<file path="src/rtl/hazard_unit.sv">
// hazard_unit: ID-stage forwarding selects, load-use stall and a saturating stall-cycle counter.
// Define HAZARD_R30_GUARD_EN to exclude hardwired R30 from forwarding and stalls.
module hazard_unit #(
  parameter int CNT_W = 16
) (
  input  logic             clk,
  input  logic             rst_n,
  input  logic [4:0]       Rs,
  input  logic [4:0]       Rt,
  input  logic             UseRs,
  input  logic             UseRt,
  input  logic [4:0]       Rd_EX,
  input  logic [4:0]       Rd_MEM,
  input  logic [4:0]       Rd_WB,
  input  logic             RegWrite_EX,
  input  logic             RegWrite_MEM,
  input  logic             RegWrite_WB,
  input  logic             MemRead_EX,
  input  logic             RPzero_EX,
  input  logic             RPzero_MEM,
  input  logic             RPzero_WB,
  output logic [1:0]       ForwardA,
  output logic [1:0]       ForwardB,
  output logic             Stall,
  output logic [CNT_W-1:0] StallCount
);
`ifdef HAZARD_R30_GUARD_EN
  localparam bit R30_GUARD = 1'b1;
`else
  localparam bit R30_GUARD = 1'b0;
`endif
  logic v_ex, v_mem, v_wb;
  assign v_ex  = RegWrite_EX  && !RPzero_EX  && |Rd_EX  && !(R30_GUARD && Rd_EX  == 5'd30);
  assign v_mem = RegWrite_MEM && !RPzero_MEM && |Rd_MEM && !(R30_GUARD && Rd_MEM == 5'd30);
  assign v_wb  = RegWrite_WB  && !RPzero_WB  && |Rd_WB  && !(R30_GUARD && Rd_WB  == 5'd30);
  always_comb begin
    ForwardA = !UseRs                  ? 2'b00 :
               (v_ex  && Rd_EX  == Rs) ? 2'b01 :
               (v_mem && Rd_MEM == Rs) ? 2'b10 :
               (v_wb  && Rd_WB  == Rs) ? 2'b11 : 2'b00;
    ForwardB = !UseRt                  ? 2'b00 :
               (v_ex  && Rd_EX  == Rt) ? 2'b01 :
               (v_mem && Rd_MEM == Rt) ? 2'b10 :
               (v_wb  && Rd_WB  == Rt) ? 2'b11 : 2'b00;
    Stall    = MemRead_EX && v_ex && ((UseRs && Rs == Rd_EX) || (UseRt && Rt == Rd_EX));
  end
  always_ff @(posedge clk)
    if (!rst_n) StallCount <= '0;
    else if (Stall && !(&StallCount)) StallCount <= StallCount + CNT_W'(1);
endmodule

</file>
<file path="config.mk">
export PLATFORM = sky130hd
export DESIGN_NAME = hazard_unit
export DESIGN_NICKNAME = d
export VERILOG_FILES = /design/src/rtl/hazard_unit.sv
export SDC_FILE = /design/constraint.sdc
export NUM_CORES = 1
export LEC_CHECK = 0
export CORE_UTILIZATION = 45
export CTS_BUF_LIST = sky130_fd_sc_hd__clkbuf_8
export CTS_CLUSTER_SIZE = 14
export DETAILED_ROUTE_END_ITERATION = 10
export GPL_TIMING_DRIVEN = 0
export PLACE_DENSITY_LB_ADDON = 0.15
export SETUP_SLACK_MARGIN = 0.4
export SYNTH_ARGS = -nofsm -noshare
export SYNTH_HDL_FRONTEND = slang
export SYNTH_SLANG_ARGS = --single-unit
</file>
<file path="constraint.sdc">
create_clock -name clk -period 3.8 [get_ports clk]
set_clock_uncertainty 0.15 [all_clocks]
set_input_delay 1.14 -clock clk [delete_from_list [all_inputs] [get_ports clk]]
set_output_delay 1.14 -clock clk [all_outputs]
set_load 0.02 [all_outputs]
</file>
==> Yosys cells after proc, flatten, opt, wreduce, memory -nomap -nowiden <==
Cells that the tools add are included.
{ "word_totals": {"register_bits": 16, "output_inout_bits": 21, "word_cells": 44} }
{ "classes": {"addsub": 1, "eq_ne": 8, "mux": 8, "n_reduce_logical": 26} }
{ "op_table": {"columns": ["op", "count"], "rows": [
  ["$eq 5x5->1", 8],
  ["$logic_and 1x1->1", 17],
  ["$add 16x1->16 const B", 1],
  ["$mux 2", 8],
  ["$reduce_and 16->1", 1],
  ["$reduce_or 5->1", 3],
  ["$logic_not 1->1", 4],
  ["$logic_or 1x1->1", 1]
]} }

==> Logic depth before layout (Yosys ltp) <==
{ "logic_depth": {"word_depth": 8, "mapped_depth": 7} }

==> Worst setup path after synthesis <==
No wires, ideal clock.
{ "synth_path": {"kind": "input-to-output", "start": "in RegWrite_WB", "end": "out ForwardB[0]", "t_arrival_ns": 2.333, "required_time_ns": 2.510, "slack_ns": 0.177, "stages": 5, "path_cell_list": "nor2b_1 o21ai_0 nor4_1 o31ai_1 a21boi_0"} }
{ "synth_between": {"elab_chain_cells": 7} }
{ "synth_rtl": {"columns": ["item", "line_no", "text"], "rows": [
  ["from (decl)", "17", "input logic RegWrite_WB,"],
  ["$logic_and 1x1->1 (2 in series)", "35", "assign v_wb = RegWrite_WB && !RPzero_WB && |Rd_WB && !(R30_GUARD && Rd_WB == 5'd30);"],
  ["$logic_and 1x1->1", "44", "(v_wb && Rd_WB == Rt) ? 2'b11 : 2'b00;"],
  ["$mux 2", "44", null],
  ["$mux 2", "43", "(v_mem && Rd_MEM == Rt) ? 2'b10 :"],
  ["$mux 2", "42", "(v_ex && Rd_EX == Rt) ? 2'b01 :"],
  ["$mux 2", "41", "ForwardB = !UseRt ? 2'b00 :"],
  ["to (decl)", "23", "output logic [1:0] ForwardB,"]
]} }
Every way passes these cells.

==> Worst setup path after layout <==
{ "layout_path": {"start": "in Rd_WB[2]", "end": "out ForwardB[1]"} }
{ "layout_between": {"elab_chain_cells": 7} }
{ "layout_rtl": {"columns": ["item", "line_no", "text"], "rows": [
  ["from (decl)", "14", "input logic [4:0] Rd_WB,"],
  ["$reduce_or 5->1", "35", null],
  ["$logic_and 1x1->1", "35", null],
  ["$logic_and 1x1->1 *", "44", null],
  ["$mux 2 *", "44", null],
  ["$mux 2 *", "43", null],
  ["$mux 2 *", "42", null],
  ["$mux 2 *", "41", null]
]} }
Mark *: on every way between the ends. The rest lies on a longest branch, timed or not.

==> results.toml <==
[setup_path]
rr_startpoint = "StallCount[0]"
crit_arrival_ns = 2.54
endpoint_kind = "output port"
critical_path_class = "primary input to output port"
cp_max_fo = 3
worst_ep_required_time_ns = 2.51
crit_slowest_cell = "or4_4"
cp_slowest_stage_delay_ns = 0.54
reg2reg_to = "StallCount[5]"
startpoint_type = "primary input"
reg2regPathDepth = 7
reg2reg_slack_ns = 1.64
path_cells = "buf_8 > or4_4 > o21ai_4 > nor4_4 > buf_4 > o211a_4 > buf_6"

[final_layout]
mostFrequentLayoutCell = "clkdlybuf4s50_1"
top_regs = "StallCount (16)"
synthToLayoutAreaGrowth_pct = 71.34
diodes = 0
final_util_pct = 80.79
layout_common_cells = "clkdlybuf4s50_1, buf_4, dfxtp_1"
drive_gt1_share_pct = 39.13
largest_reg_flops = 16
nets = 291
regMostFlops = "StallCount"
instances_no_fill = 297
postLayoutCellArea_sq_um = 2446

[die]
rows = 20
ios = 57
start_util_pct = 47.15
core_area_sq_um = 3028
die_area_sq_um = 3402
die_w_microns = 58.33
die_h_microns = 58.33

[grt]
gr-total-overflow = 0
grt_pass1_wl_microns = 8376
antenna_found_initial = 0
grt_usage_pct = 33.07
grt_start_max_net_pins = 11
grt_pass1_vias = 1807

[timing]
final-setup-viol-count = 1
fmax_mhz = 261.0
setup_tns_ns = -0.03083
rsz0062_at_grt = "yes"
finalHoldViolCount = 0
tightest_slew_ns = 0.6476
drv_slew = 0
finalCritPeriodShare_pct = 100.8
fin_hold_ws_ns = 0.3558
fin_ws_ns = -0.03083
slew_headroom_pct = 56.43
fin_crit_ns = 3.831

[yosys]
synth_edf_count = 0
synth_cell_types = 41
synth_seq_cells = 16
ys_async_sr_fraction_pct = 0
avgSynthCellArea_sq_um = 8.158
synth_ff_type = "dfxtp_1"
ys_seq_area_share_pct = 22.44
synth_cells = 175
syn_nets = 212
ys_warn_count = 0
syn_area_sq_um = 1428

[status]
violations = "setup timing"
status = "finished with violations"

[worst_hold_path]
hp-start = "StallCount[1]"
min_path_cells = 2
worstHoldEndpoint = "StallCount[1]"
hp-class = "flop to flop"

[clock_network]
cts_buffers = 3
clockBufferDepth = 2
cts_tree = "yes"
cts_sinks = 16
cts_root_buf = "clkbuf_8"
cts_hold_buf = 0
htree_levels = 1
insertion_delay_ns = 0.26
cts.clk_slew.worst_paths_ns = 0.06

[flow_run]
maxCapViolCount = 0

[placed_design]
post_dp_cell_area_sq_um = 2056
dpl.hpwl_microns = 3321
gp_congestion = 0.8870
pre_cts_ws_ns = -0.9257
dp_cells = 275
port_buffers = 56

[route]
top_layer_used = "met4"
wl_met1_microns = 2260
drtPass1Iterations = 5
drc_errors = 0
vias_per_cell = 5.960
totalWireLength_microns = 5512
routed-wl-met2_microns = 2722
vias = 1770
ant_nets = 0
post_drt_wl_per_cell_microns = 18.56
dr_wl_met3_microns = 343
first_iter_violations = 165

[power_and_ir_drop]
p_per_area_nw_per_um2 = 200.8
leakage_nw = 0.8797
peakVddDrop_uv = 208.9
finalPower_mw = 0.4911
-- worst max path at each step --
stage / to / slack (ns) / cells past startpoint / from
2_1_floorplan: ForwardA[1] / 0.27 / 4 / Rd_EX[1]
3_3_place_gp: ForwardA[1] / -0.92 / 6 / Rd_EX[1]
3_5_place_dp: ForwardB[0] / -0.93 / 7 / Rt[4]
4_1_cts: ForwardA[1] / 0.07 / 6 / Rd_WB[0]
5_1_grt: ForwardB[1] / -0.05 / 7 / Rd_WB[2]
6_report: ForwardB[1] / -0.03 / 7 / Rd_WB[2]
-- timing repair --
item	CTS	global route
gates cloned	0	0
endpoints found under the hold margin	0	0
pin swaps	31	12
endpoints found under the setup margin	5	5
resized for setup	164	19
setup buffers	13	5
-- cell families after synthesis --
family / after synthesis / share of synthesized area [%]
simple gates: 82 / 34.09
mux: 4 / 2.805
xor+xnor: 30 / 18.41
buf+inv: 9 / 4.820
compound gates: 33 / 16.57
fa+ha+maj: 1 / 0.8763
flops: 16 / 22.44
-- synth_stat cells (3+ instances only) --
library cell | count | share of area, %
nor3_1 | 6 | 2.1
nor4_1 | 5 | 2.2
o21ai_0 | 4 | 1.4
xor2_1 | 9 | 5.5
nand3_1 | 11 | 3.9
buf_6 | 3 | 2.4
xnor2_1 | 21 | 13
nand2b_1 | 4 | 1.8
mux2i_1 | 4 | 2.8
o31ai_1 | 8 | 4.2
nand4_1 | 7 | 3.1
a21oi_1 | 13 | 4.6
nand2_1 | 17 | 4.5
or3_1 | 5 | 2.2
nor2_1 | 3 | 0.79
or4_1 | 9 | 4.7
dfxtp_1 | 16 | 22
-- routing by layer --
| layer | track usage, % | vias up |
|---|---|---|
| met4 | 25.17 | 0 |
| li1 | - | 818 |
| met1 | 40.30 | 848 |
| met5 | 0 | - |
| met3 | 7.473 | 15 |
| met2 | 50.74 | 89 |
-- area by class of cell --
type	instances	area, sq um
Buffer	7	61.31
Clock buffer	4	55.05
Fill cell	174	581.8
Inverter	2	7.507
Multi-Input combinational cell	150	1295
Sequential cell	16	320.3
Tap cell	44	55.05
Timing Repair Buffer	74	651.9
-- worst max-delay path: cells and delay by family --
kind,cells,cell delay [ns]
AO/OA/AOI/OAI,2,0.42
buffers and inverters,3,0.36
AND/OR/NAND/NOR,2,0.61
-- where the power goes --
part / leakage, nW / switching (mW) / internal, mW
Sequential: 0.129 / 0.0000849 / 0.168
Clock: 0.0288 / 0.0666 / 0.0924
Combinational: 0.722 / 0.0828 / 0.0816
Total: 0.880 / 0.149 / 0.342
Power figures use the tool's default switching activity.
